===== config.mk =====
export PLATFORM = sky130hd
export DESIGN_NAME = fetch_unit_flat
export DESIGN_NICKNAME = d
export VERILOG_FILES = /design/src/rtl/fetch_unit_if.sv /design/src/rtl/fetch_unit.sv /design/src/flat_wrapper.sv
export SDC_FILE = /design/constraint.sdc
export NUM_CORES = 1
export LEC_CHECK = 0
export ABC_CLOCK_PERIOD_IN_PS = 2400
export CAP_MARGIN = 20
export CORE_UTILIZATION = 45
export DETAILED_ROUTE_END_ITERATION = 6
export PLACE_DENSITY_LB_ADDON = 0.08
export SLEW_MARGIN = 40
export SYNTH_ARGS = -nofsm -noshare
export SYNTH_HDL_FRONTEND = slang
export SYNTH_SLANG_ARGS = --single-unit

===== constraint.sdc =====
create_clock -name clk -period 2.4 [get_ports clk]
set_input_delay 0.24 -clock clk [delete_from_list [all_inputs] [get_ports clk]]
set_output_delay 0.24 -clock clk [all_outputs]
set_load 0.005 [all_outputs]

===== src/rtl/fetch_unit_if.sv =====
// Decode-side handshake of the fetch stage: the head {pc, instr} pair offered
// over valid/ready.
interface fetch_unit_if #(
    parameter int ADDR_W  = 8,
    parameter int INSTR_W = 8
);
    logic               out_valid;
    logic               out_ready;
    logic [INSTR_W-1:0] out_instr;
    logic [ADDR_W-1:0]  out_pc;

    modport master (
        output out_valid,
        output out_instr,
        output out_pc,
        input  out_ready
    );

    modport slave (
        input  out_valid,
        input  out_instr,
        input  out_pc,
        output out_ready
    );
endinterface


===== src/rtl/fetch_unit.sv =====
// Instruction fetch stage: owns the pc, samples combinational imem data into a
// small prefetch FIFO and drains it to decode; a redirect reloads pc and flushes.
module fetch_unit #(
    parameter int ADDR_W   = 8,
    parameter int INSTR_W  = 8,
    parameter int DEPTH    = 4,
    parameter int RESET_PC = 0
) (
    input  logic                       clk,
    input  logic                       rst_n,
    output logic [ADDR_W-1:0]          imem_addr,
    input  logic [INSTR_W-1:0]         imem_instr,
    input  logic                       fetch_en,
    input  logic                       redirect_valid,
    input  logic [ADDR_W-1:0]          redirect_pc,
    fetch_unit_if.master               dec,
    output logic [$clog2(DEPTH+1)-1:0] fifo_count
);
    localparam int CNT_W   = $clog2(DEPTH + 1);
    localparam int PTR_W   = (DEPTH > 1) ? $clog2(DEPTH) : 1;
    localparam int ENTRY_W = ADDR_W + INSTR_W;

    logic [ADDR_W-1:0]  pc_reg,    pc_next;
    logic [PTR_W-1:0]   head_reg,  head_next;
    logic [PTR_W-1:0]   tail_reg,  tail_next;
    logic [CNT_W-1:0]   count_reg, count_next;

    logic               empty;
    logic               full;
    logic               pop;
    logic               push;
    logic [DEPTH-1:0]   wr_en;
    logic [ENTRY_W-1:0] entry_rd [DEPTH];
    logic [ENTRY_W-1:0] head_entry;

    // Handshake decisions; redirect outranks everything and blocks the push.
    always_comb begin
        empty = (count_reg == '0);
        full  = (count_reg == CNT_W'(DEPTH));
        pop   = ~empty & dec.out_ready;
        push  = fetch_en & ~redirect_valid & (~full | pop);
    end

    always_comb begin
        pc_next    = pc_reg;
        head_next  = head_reg;
        tail_next  = tail_reg;
        count_next = count_reg;
        if (redirect_valid) begin
            pc_next    = redirect_pc;
            head_next  = '0;
            tail_next  = '0;
            count_next = '0;
        end else begin
            if (push) begin
                pc_next   = pc_reg + ADDR_W'(1);
                tail_next = tail_reg + PTR_W'(1);
            end
            if (pop) begin
                head_next = head_reg + PTR_W'(1);
            end
            case ({push, pop})
                2'b10:   count_next = count_reg + CNT_W'(1);
                2'b01:   count_next = count_reg - CNT_W'(1);
                default: count_next = count_reg;
            endcase
        end
    end

    always_ff @(posedge clk or negedge rst_n) begin
        if (!rst_n) begin
            pc_reg    <= ADDR_W'(RESET_PC);
            head_reg  <= '0;
            tail_reg  <= '0;
            count_reg <= '0;
        end else begin
            pc_reg    <= pc_next;
            head_reg  <= head_next;
            tail_reg  <= tail_next;
            count_reg <= count_next;
        end
    end

    // Entry storage needs no reset: outputs are gated to zero whenever empty.
    generate
        for (genvar gi = 0; gi < DEPTH; gi++) begin : gen_entry
            logic [ENTRY_W-1:0] entry_reg;

            assign wr_en[gi] = push & (tail_reg == PTR_W'(gi));

            always_ff @(posedge clk) begin
                if (wr_en[gi]) begin
                    entry_reg <= {pc_reg, imem_instr};
                end
            end

            assign entry_rd[gi] = entry_reg;
        end
    endgenerate

    assign head_entry    = entry_rd[head_reg];
    assign imem_addr     = pc_reg;
    assign fifo_count    = count_reg;
    assign dec.out_valid = ~empty;
    assign dec.out_pc    = empty ? '0 : head_entry[ENTRY_W-1:INSTR_W];
    assign dec.out_instr = empty ? '0 : head_entry[INSTR_W-1:0];

endmodule


===== src/flat_wrapper.sv =====
// flat-port wrapper written by rule: the top's interface ports become plain ports
module fetch_unit_flat 
#(
    parameter int ADDR_W   = 8,
    parameter int INSTR_W  = 8,
    parameter int DEPTH    = 4,
    parameter int RESET_PC = 0
)
  (clk, rst_n, imem_addr, imem_instr, fetch_en, redirect_valid, redirect_pc, fifo_count, dec_out_valid, dec_out_instr, dec_out_pc, dec_out_ready);
  fetch_unit_if #(.ADDR_W(ADDR_W), .INSTR_W(INSTR_W)) dec_i ();
  input  logic clk;
  input  logic rst_n;
  output logic [ADDR_W-1:0] imem_addr;
  input  logic [INSTR_W-1:0] imem_instr;
  input  logic fetch_en;
  input  logic redirect_valid;
  input  logic [ADDR_W-1:0] redirect_pc;
  output logic [$clog2(DEPTH+1)-1:0] fifo_count;
  output wire logic [$bits(dec_i.out_valid)-1:0] dec_out_valid;
  output wire logic [$bits(dec_i.out_instr)-1:0] dec_out_instr;
  output wire logic [$bits(dec_i.out_pc)-1:0] dec_out_pc;
  input wire logic [$bits(dec_i.out_ready)-1:0] dec_out_ready;
  assign dec_out_valid = dec_i.out_valid;
  assign dec_out_instr = dec_i.out_instr;
  assign dec_out_pc = dec_i.out_pc;
  assign dec_i.out_ready = dec_out_ready;
  fetch_unit #(.ADDR_W(ADDR_W), .INSTR_W(INSTR_W), .DEPTH(DEPTH), .RESET_PC(RESET_PC)) u_core (.clk(clk), .rst_n(rst_n), .imem_addr(imem_addr), .imem_instr(imem_instr), .fetch_en(fetch_en), .redirect_valid(redirect_valid), .redirect_pc(redirect_pc), .dec(dec_i), .fifo_count(fifo_count));
endmodule

==> results of run 1 <==
cells in the mapped netlist (4+ instances only):
cell type	number	area share
nor2_1	7	0.0076
a21oi_1	4	0.0058
nor2b_1	10	0.018
a31oi_1	5	0.0090
nor3b_1	4	0.0086
o31ai_1	4	0.0086
buf_2	7	0.010
ha_1	5	0.018
dfrtp_1	15	0.11
inv_1	5	0.0054
nand3_1	8	0.012
clkbuf_1	4	0.0043
and2b_1	9	0.019
mux4_2	16	0.10
o21ai_0	5	0.0072
nand2_1	8	0.0086
edfxtp_1	64	0.55
cell families (layout without fill, tap and decap cells):
family,after synthesis,count (layout),share of synthesized area
compound gates,29,29,0.0573
xor+xnor,4,4,0.0101
fa+ha+maj,6,6,0.0238
buf+inv,20,86,0.0274
flops,79,79,0.661
mux,17,17,0.107
simple gates,63,63,0.114
report_power, final:
part	internal, uW	switching (uW)
combinational	493	334
sequential	1560	60.8
clock	577	461
layout by cell type (no fill, tap or decap), drive strengths merged, types with 7 or more instances in the layout:
cell type / count
and2b: 9
buf: 16
clkbuf: 9
clkdlybuf4s50: 48
dfrtp: 15
edfxtp: 64
mux4: 16
nand2: 8
nand3: 8
nor2: 7
nor2b: 10
critical path: stages, from the launching register on:
cell             delay [ns]
dfrtp_1                0.37
buf_12                 0.20
mux4_2                 0.51
and2b_1                0.18
clkdlybuf4s50_1        0.44
final timing paths:
path	startpoint	endpoint	slack, ns	cells past startpoint
max in group asynchronous	rst_n	u_core.tail_reg[1]	1.61	1
setup / recovery	u_core.head_reg[0]	dec_out_pc[1]	0.10	4
setup reg to reg	u_core.fifo_count[1]	u_core.fifo_count[2]	0.18	6
hold / removal	rst_n	u_core.imem_addr[4]	0.33	1
hold reg to reg	u_core.head_reg[1]	u_core.head_reg[1]	0.54	2
min in group clk	redirect_pc[3]	u_core.imem_addr[3]	0.46	3
cell type report:
type	count	share of cell area
Inverter	6	0.00515
Clock buffer	9	0.0283
Sequential cell	79	0.525
Multi-Input combinational cell	119	0.253
Tap cell	99	0.0283
Timing Repair Buffer	64	0.140
Clock inverter	7	0.0200
routing by layer:
metal / global-route usage / share of wire
met1: 0.230 / 0.44
met3: 0.0296 / 0.033
met5: 0 / 0
met2: 0.297 / 0.51
met4: 0.0806 / 0.018
metrics by stage:
| stage | total power (uW) | TNS [ns] | hold WS, ns |
|---|---|---|---|
| 6_report | 3490 | 0 | 0.329 |
| 5_1_grt | 3660 | 0 | 0.383 |
| 4_1_cts | 3530 | 0 | 0.336 |
| 3_5_place_dp | 2490 | 0 | 0.525 |
| 3_3_place_gp | 2490 | 0 | 0.528 |
| 2_1_floorplan | 2080 | -12.47 | -0.0556 |
==> impl_metrics.env, run 1 <==
export IMPL_synth_ff_type="edfxtp_1"
export IMPL_clock_skew_ns=0.00900
export IMPL_die_area_mm2=0.00808
export IMPL_die_w_um=89.9
export IMPL_dpl_worst_slack_ns=0.124
export IMPL_vias=2062
export IMPL_cts_buffers=9
export IMPL_num_fill_cells=569
export IMPL_final_setup_viol_count=0
export IMPL_max_cap_viol_count=0
export IMPL_critPathKind="flip-flop to output pin"
export IMPL_wirelength_um=6470
export IMPL_syn_avg_cell_area_um2=15.9
export IMPL_largest_reg_flops=64
export IMPL_synth_cells=218
export IMPL_grt_max_degree=24
export IMPL_status="finished, final reports clean"
export IMPL_insertion_delay_ns=0.34
export IMPL_grt_first_pass_wirelength_um=10900
export IMPL_ant_nets=0
export IMPL_powerDensity_mw_per_mm2=797
export IMPL_fin_crit_ns=2.30
export IMPL_grt_setup_unrepaired="no"
export IMPL_final_util=0.594
export IMPL_async_flop_share=0.190
export IMPL_drt_vias_per_instance=5.38
export IMPL_endpoint_kind="output pin"
export IMPL_design_area_mm2=0.00438
export IMPL_crit_fanout=18
export IMPL_gr_total_overflow=0
export IMPL_synth_edf_count=64
export IMPL_gp_congestion=0.735
export IMPL_ys_seq_area_frac=0.661
export IMPL_dp_hpwl_um=4130
export IMPL_cp_required_ns=2.16
export IMPL_leakage_uw=0.00150
export IMPL_maxSlewViolCount=0
export IMPL_grt_pass1_vias=2078
export IMPL_ys_ff_latch=79
export IMPL_syn2layout_area_growth_pct=25.9
export IMPL_cts_setup_buffers=0
export IMPL_max_freq_ghz=0.435
export IMPL_drtIter0Drc=110
export IMPL_ys_types=42
export IMPL_instances_no_fill=383
export IMPL_ctsLongestPathBuffers=2
export IMPL_finalCritPeriodShare=0.957
export IMPL_arrival_ns=2.06
export IMPL_cts_reportedPaths_clkPinSlew_ns=0.08
export IMPL_worst_ir_drop_vdd_v=0.000384
export IMPL_hold_buffers=0
export IMPL_finalWorstSetupSlack_ns=0.103
export IMPL_slew_headroom=0.511
export IMPL_place_area_mm2=0.00416
export IMPL_cts_sinks=79
export IMPL_grt_util_all_layers=0.178
export IMPL_placed_cells=367
export IMPL_ctsResizeCount=0
export IMPL_syn_num_nets=245
export IMPL_hold_viol_final=0
export IMPL_diodes=0
export IMPL_nets=306
export IMPL_syn_area_mm2=0.00347
export IMPL_root_buffer="clkbuf_8"
export IMPL_multiInputGateArea_mm2=0.00111
export IMPL_htree_num_levels=3
export IMPL_die_h_um=89.9
export IMPL_firstDrtPassIters=5
export IMPL_core_area_mm2=0.00737
export IMPL_ios=49
export IMPL_route_detailed_drc=0
export IMPL_cts_tree="built"
export IMPL_portBuffers=48
export IMPL_tightest_slew_ns=0.731
export IMPL_yosys_warnings=0
export IMPL_critPathLaunchType="flip-flop"
export IMPL_hold_class="input pin to async pin"
export IMPL_wl_per_cell_um=16.9
export IMPL_drive_above_1_share=0.187
export IMPL_regArea_mm2=0.00230
export IMPL_rows=31
export IMPL_grt_antenna_before_repair=0
export IMPL_start_util=0.471
Power figures use the tool's default switching activity.
==> run 2: changes to the inputs <==
CORE_MARGIN = 5   (was default)
==> run 2 against run 1 <==
  * Largest power group unchanged
  * Cell count grew 0.78%
  * Cell area grew 0.63%
  * Critical path type unchanged
  * Clock skew grew 0.00099 ns
  * Die area grew 19%
  * Clock power is essentially flat
  * Global-route usage shrank 3.1 points
  * Sequential share of layout area shrank 0.27 points
  * Via count shrank 1.4%
  * Wire length grew 3.6%
  * Critical endpoint is now dec_out_instr[7]
  * Sequential cell count is the same
==> impl_metrics.env, run 2 (synthesis gave the netlist of run 1 again) <==
export IMPL_hold_viol_final=0
export IMPL_critPathBufInv=2
export IMPL_final_common_cell="edfxtp_1"
export IMPL_core_area_mm2=0.00761
export IMPL_critPathSlowestCell="mux4_2"
export IMPL_hold_class="input pin to async pin"
export IMPL_reg2reg_depth=6
export IMPL_drt_vias_per_instance=5.27
export IMPL_use_met3=0.0279
export IMPL_rows=32
export IMPL_gr_total_overflow=0
export IMPL_final_util=0.579
export IMPL_grt_max_degree=24
export IMPL_cts_tree="built"
export IMPL_htree_num_levels=3
export IMPL_place_area_mm2=0.00416
export IMPL_ant_nets=0
export IMPL_route_detailed_drc=0
export IMPL_max_stage_delay_ns=0.48
export IMPL_largest_reg_flops=64
export IMPL_gp_congestion=0.788
export IMPL_hold_ws_ns=0.350
export IMPL_leakage_uw=0.00152
export IMPL_path_cells="clkbuf_16, mux4_2, and2b_1, clkdlybuf4s50_1"
export IMPL_dp_hpwl_um=4220
export IMPL_max_cap_viol_count=0
export IMPL_slew_headroom=0.693
export IMPL_mostFrequentLayoutCells="edfxtp_1, clkdlybuf4s50_1, mux4_2"
export IMPL_clock_skew_ns=0.00999
export IMPL_wl_per_cell_um=17.4
export IMPL_endpoint_kind="output pin"
export IMPL_tightest_slew_ns=0.461
export IMPL_cp_required_ns=2.16
export IMPL_arrival_ns=2.06
export IMPL_cts_reportedPaths_clkPinSlew_ns=0.08
export IMPL_path_delay_family="buffers and inverters"
export IMPL_portBuffers=48
export IMPL_crit_cells=4
export IMPL_maxSlewViolCount=0
export IMPL_final_setup_viol_count=0
export IMPL_placed_cells=369
export IMPL_start_util=0.457
export IMPL_grt_first_pass_wirelength_um=11000
export IMPL_status="finished, final reports clean"
export IMPL_grtUsageMet2=0.234
export IMPL_insertion_delay_ns=0.33
export IMPL_powerDensity_mw_per_mm2=794
export IMPL_root_buffer="clkbuf_8"
export IMPL_vias=2033
export IMPL_cts_sinks=79
export IMPL_grt_setup_unrepaired="no"
export IMPL_ios=49
export IMPL_firstDrtPassIters=4
export IMPL_design_area_mm2=0.00440
export IMPL_die_h_um=97.9
export IMPL_max_freq_ghz=0.435
export IMPL_ctsLongestPathBuffers=2
export IMPL_crit_fanout=8
export IMPL_critPathLaunchType="flip-flop"
export IMPL_finalCritPeriodShare=0.959
export IMPL_drtIter0Drc=95
export IMPL_grt_pass1_vias=2109
export IMPL_wirelength_um=6710
export IMPL_cts_buffers=9
export IMPL_syn2layout_area_growth_pct=26.7
export IMPL_drive_above_1_share=0.201
export IMPL_worst_ir_drop_vdd_v=0.000321
export IMPL_die_area_mm2=0.00958
export IMPL_diodes=0
export IMPL_num_fill_cells=617
export IMPL_fin_crit_ns=2.30
export IMPL_critPathKind="flip-flop to output pin"
export IMPL_grt_antenna_before_repair=0
export IMPL_nets=308
export IMPL_die_w_um=97.9
export IMPL_grt_util_all_layers=0.147
export IMPL_met1_usage=0.200
export IMPL_tns_ns=0
export IMPL_instances_no_fill=386
export IMPL_top_usage_layer="met2"
[run 2: cell types whose count changed in the layout (fill, tap and decap cells not counted)]
cell	before	now
clkinv_1	4	1
clkdlybuf4s50_1	48	46
dfrtp_1	15	13
dfrtp_2	0	2
buf_2	0	1
clkbuf_1	0	1
clkbuf_16	0	1
clkinv_2	0	1
clkinv_4	1	0
dlygate4sd3_1	0	1
dlymetal6s2s_1	0	1
[run 2: path summary, 6_finish.rpt]
kind / start / slack, ns / end
min in group clk: redirect_pc[6] / 0.47 / u_core.imem_addr[6]
worst max-delay path: u_core.head_reg[0] / 0.1 / dec_out_instr[7]
worst max register to register: u_core.fifo_count[0] / 0.21 / u_core.fifo_count[2]
worst min-delay path: rst_n / 0.35 / u_core.imem_addr[4]
max in group asynchronous: rst_n / 1.75 / u_core.head_reg[1]
worst min register to register: u_core.tail_reg[0] / 0.60 / u_core.tail_reg[0]
[run 2: layout make-up]
type / instances / area [um2] / area share
multi-input cells: 119 / 1110 / 0.251
clock inverters: 4 / 72.6 / 0.0165
well taps: 102 / 128 / 0.0290
inverters: 6 / 22.5 / 0.00512
flip-flops and latches: 79 / 2300 / 0.522
repair buffers: 66 / 646 / 0.147
clock buffers: 10 / 128 / 0.0290
[run 2: metal layers]
layer / wire (um) / share of wire
met3: 253 / 0.038
met1: 3120 / 0.47
met4: 107 / 0.016
met5: 0 / 0
met2: 3220 / 0.48
[run 2: what timing repair did]
| action | in CTS | in global routing |
|---|---|---|
| gates resized for setup | 1 | 2 |
| hold buffers | 0 | 1 |
| endpoints found under the setup margin | 16 | 12 |
| cloned | 0 | 1 |
| hold endpoints to repair | 0 | 15 |
| buffers inserted | 0 | 1 |
| pin swaps | 0 | 0 |
[run 2: metrics by stage]
step           power [uW]  setup WS (ns)
2_1_floorplan        2080         -0.199
3_3_place_gp         2490          0.209
3_5_place_dp         2500          0.148
4_1_cts              3510         0.0152
5_1_grt              3670        0.00890
6_report             3490         0.0991
[run 2: power breakdown]
group	internal, uW	leakage, uW	switching [uW]
combinational	514	0.000660	331
sequential	1560	0.000766	77.2
clock	573	0.0000982	436
total	2650	0.00152	844
==> run 3: changes to the inputs <==
ABC_CLOCK_PERIOD_IN_PS = 2530   (was 2400)
clock period = 2.53 ns   (was 2.4 ns; I/O delays follow)
==> run 3 against run 2 <==
  * Utilization fell by 0.49 points
  * Via count fell by 0.25%
  * Wire length fell by 3.6%
  * Register-to-register slack improved by 0.06 ns
  * Non-clock buffer count fell by 4
  * Clock-buffer cell count rose by 1
  * Clock power barely moved
  * Sequential power fell by 5%
  * Clock skew fell by 0.00059 ns
  * Cell count fell by 0.52%
  * Highest routed layer unchanged
==> impl_metrics.env, run 3 (synthesis gave the netlist of run 1 again) <==
export IMPL_maxSlewViolCount=0
export IMPL_max_stage_delay_ns=0.52
export IMPL_ios=49
export IMPL_syn2layout_area_growth_pct=25.6
export IMPL_endpoint_kind="output pin"
export IMPL_drt_vias_per_instance=5.28
export IMPL_ant_nets=0
export IMPL_grt_pass1_vias=2070
export IMPL_grt_first_pass_wirelength_um=10900
export IMPL_cp_required_ns=2.28
export IMPL_final_common_cell="edfxtp_1"
export IMPL_final_setup_viol_count=0
export IMPL_cts_reportedPaths_clkPinSlew_ns=0.08
export IMPL_max_cap_viol_count=0
export IMPL_tns_ns=0
export IMPL_grt_util_all_layers=0.146
export IMPL_mostFrequentLayoutCells="edfxtp_1, clkdlybuf4s50_1, mux4_2"
export IMPL_dp_hpwl_um=4300
export IMPL_tightest_slew_ns=0.683
export IMPL_grt_setup_unrepaired="no"
export IMPL_finalCritPeriodShare=0.909
export IMPL_portBuffers=48
export IMPL_vias=2028
export IMPL_diodes=0
export IMPL_path_delay_family="buffers and inverters"
export IMPL_critPathLaunchType="flip-flop"
export IMPL_ctsLongestPathBuffers=2
export IMPL_die_w_um=97.9
export IMPL_insertion_delay_ns=0.34
export IMPL_grt_max_degree=24
export IMPL_critPathKind="flip-flop to output pin"
export IMPL_slew_headroom=0.543
export IMPL_path_cells="buf_12, mux4_2, and2b_1, clkdlybuf4s50_1"
export IMPL_die_h_um=97.9
export IMPL_status="finished, final reports clean"
export IMPL_grt_antenna_before_repair=0
export IMPL_critPathBufInv=2
export IMPL_placed_cells=367
export IMPL_fin_crit_ns=2.30
export IMPL_cts_sinks=79
export IMPL_cts_buffers=9
export IMPL_nets=304
export IMPL_reg2reg_depth=6
export IMPL_htree_num_levels=3
export IMPL_clock_skew_ns=0.00940
export IMPL_drive_above_1_share=0.188
export IMPL_critPathSlowestCell="mux4_2"
export IMPL_powerDensity_mw_per_mm2=758
export IMPL_largest_reg_flops=64
export IMPL_reg2reg_slack_ns=0.27
export IMPL_core_area_mm2=0.00761
export IMPL_rr_startpoint="u_core.fifo_count[0]"
export IMPL_cts_tree="built"
export IMPL_gp_congestion=0.777
export IMPL_worst_ir_drop_vdd_v=0.000487
export IMPL_rows=32
export IMPL_instances_no_fill=384
export IMPL_wirelength_um=6460
export IMPL_max_freq_ghz=0.435
export IMPL_root_buffer="clkbuf_8"
export IMPL_die_area_mm2=0.00958
export IMPL_leakage_uw=0.00149
export IMPL_route_detailed_drc=0
export IMPL_firstDrtPassIters=4
export IMPL_cts_setup_buffers=0
export IMPL_hold_class="input pin to async pin"
export IMPL_drtIter0Drc=89
export IMPL_gr_total_overflow=0
export IMPL_wl_per_cell_um=16.8
export IMPL_crit_fanout=18
export IMPL_arrival_ns=2.05
export IMPL_start_util=0.457
export IMPL_r2r_end="u_core.fifo_count[2]"
export IMPL_hold_viol_final=0
## run 3: worst max path at each step
| stage | from | cells past startpoint | endpoint | slack [ns] |
|---|---|---|---|---|
| finish | u_core.head_reg[0] | 4 | dec_out_pc[7] | 0.23 |
| global route | u_core.fifo_count[0] | 6 | u_core.fifo_count[2] | 0.09 |
| CTS | u_core.head_reg[0] | 4 | dec_out_pc[7] | 0.18 |
| detailed placement | dec_out_ready | 7 | u_core.fifo_count[2] | 0.15 |
| global placement | dec_out_ready | 7 | u_core.fifo_count[2] | 0.26 |
| floorplan | u_core.fifo_count[1] | 4 | u_core.gen_entry[1].entry_reg[0] | -0.07 |
## run 3: timing repair
item,in CTS,in global routing
hold buffers,0,1
hold endpoints to repair,0,15
resized for setup,1,0
setup endpoints to repair,13,0
## run 3: metrics by stage
| step | power (uW) | area (um2) | hold slack [ns] | utilization | worst slack [ns] |
|---|---|---|---|---|---|
| 3_5_place_dp | 2370 | 4150 | 0.590 | 0.545 | 0.152 |
| 3_3_place_gp | 2360 | 4150 | 0.575 | 0.545 | 0.263 |
| 6_report | 3310 | 4370 | 0.351 | 0.574 | 0.230 |
| 4_1_cts | 3360 | 4360 | 0.357 | 0.573 | 0.183 |
| 2_1_floorplan | 1970 | 3470 | -0.0426 | - | -0.0690 |
| 5_1_grt | 3490 | 4370 | 0.370 | 0.574 | 0.0869 |
## run 3: layout make-up
cell class	count	area, um2
Inverter	6	22.5
Timing Repair Buffer	62	596
Fill cell	621	3240
Sequential cell	79	2300
Tap cell	102	128
Clock inverter	5	82.6
Multi-Input combinational cell	119	1110
Clock buffer	11	131
## run 3: report_power, final
group	switching [uW]	total, uW	internal (uW)
clock network	431	989	558
logic	306	770	463
registers	66.9	1550	1480
total	804	3310	2500
## run 3: layer usage
metal / vias up / track usage / wire length, um
li1: 976 / - / -
met1: 997 / 0.201 / 2920
met2: 48 / 0.226 / 3210
met3: 7 / 0.0364 / 249
met4: 0 / 0.0511 / 82
met5: - / 0 / 0
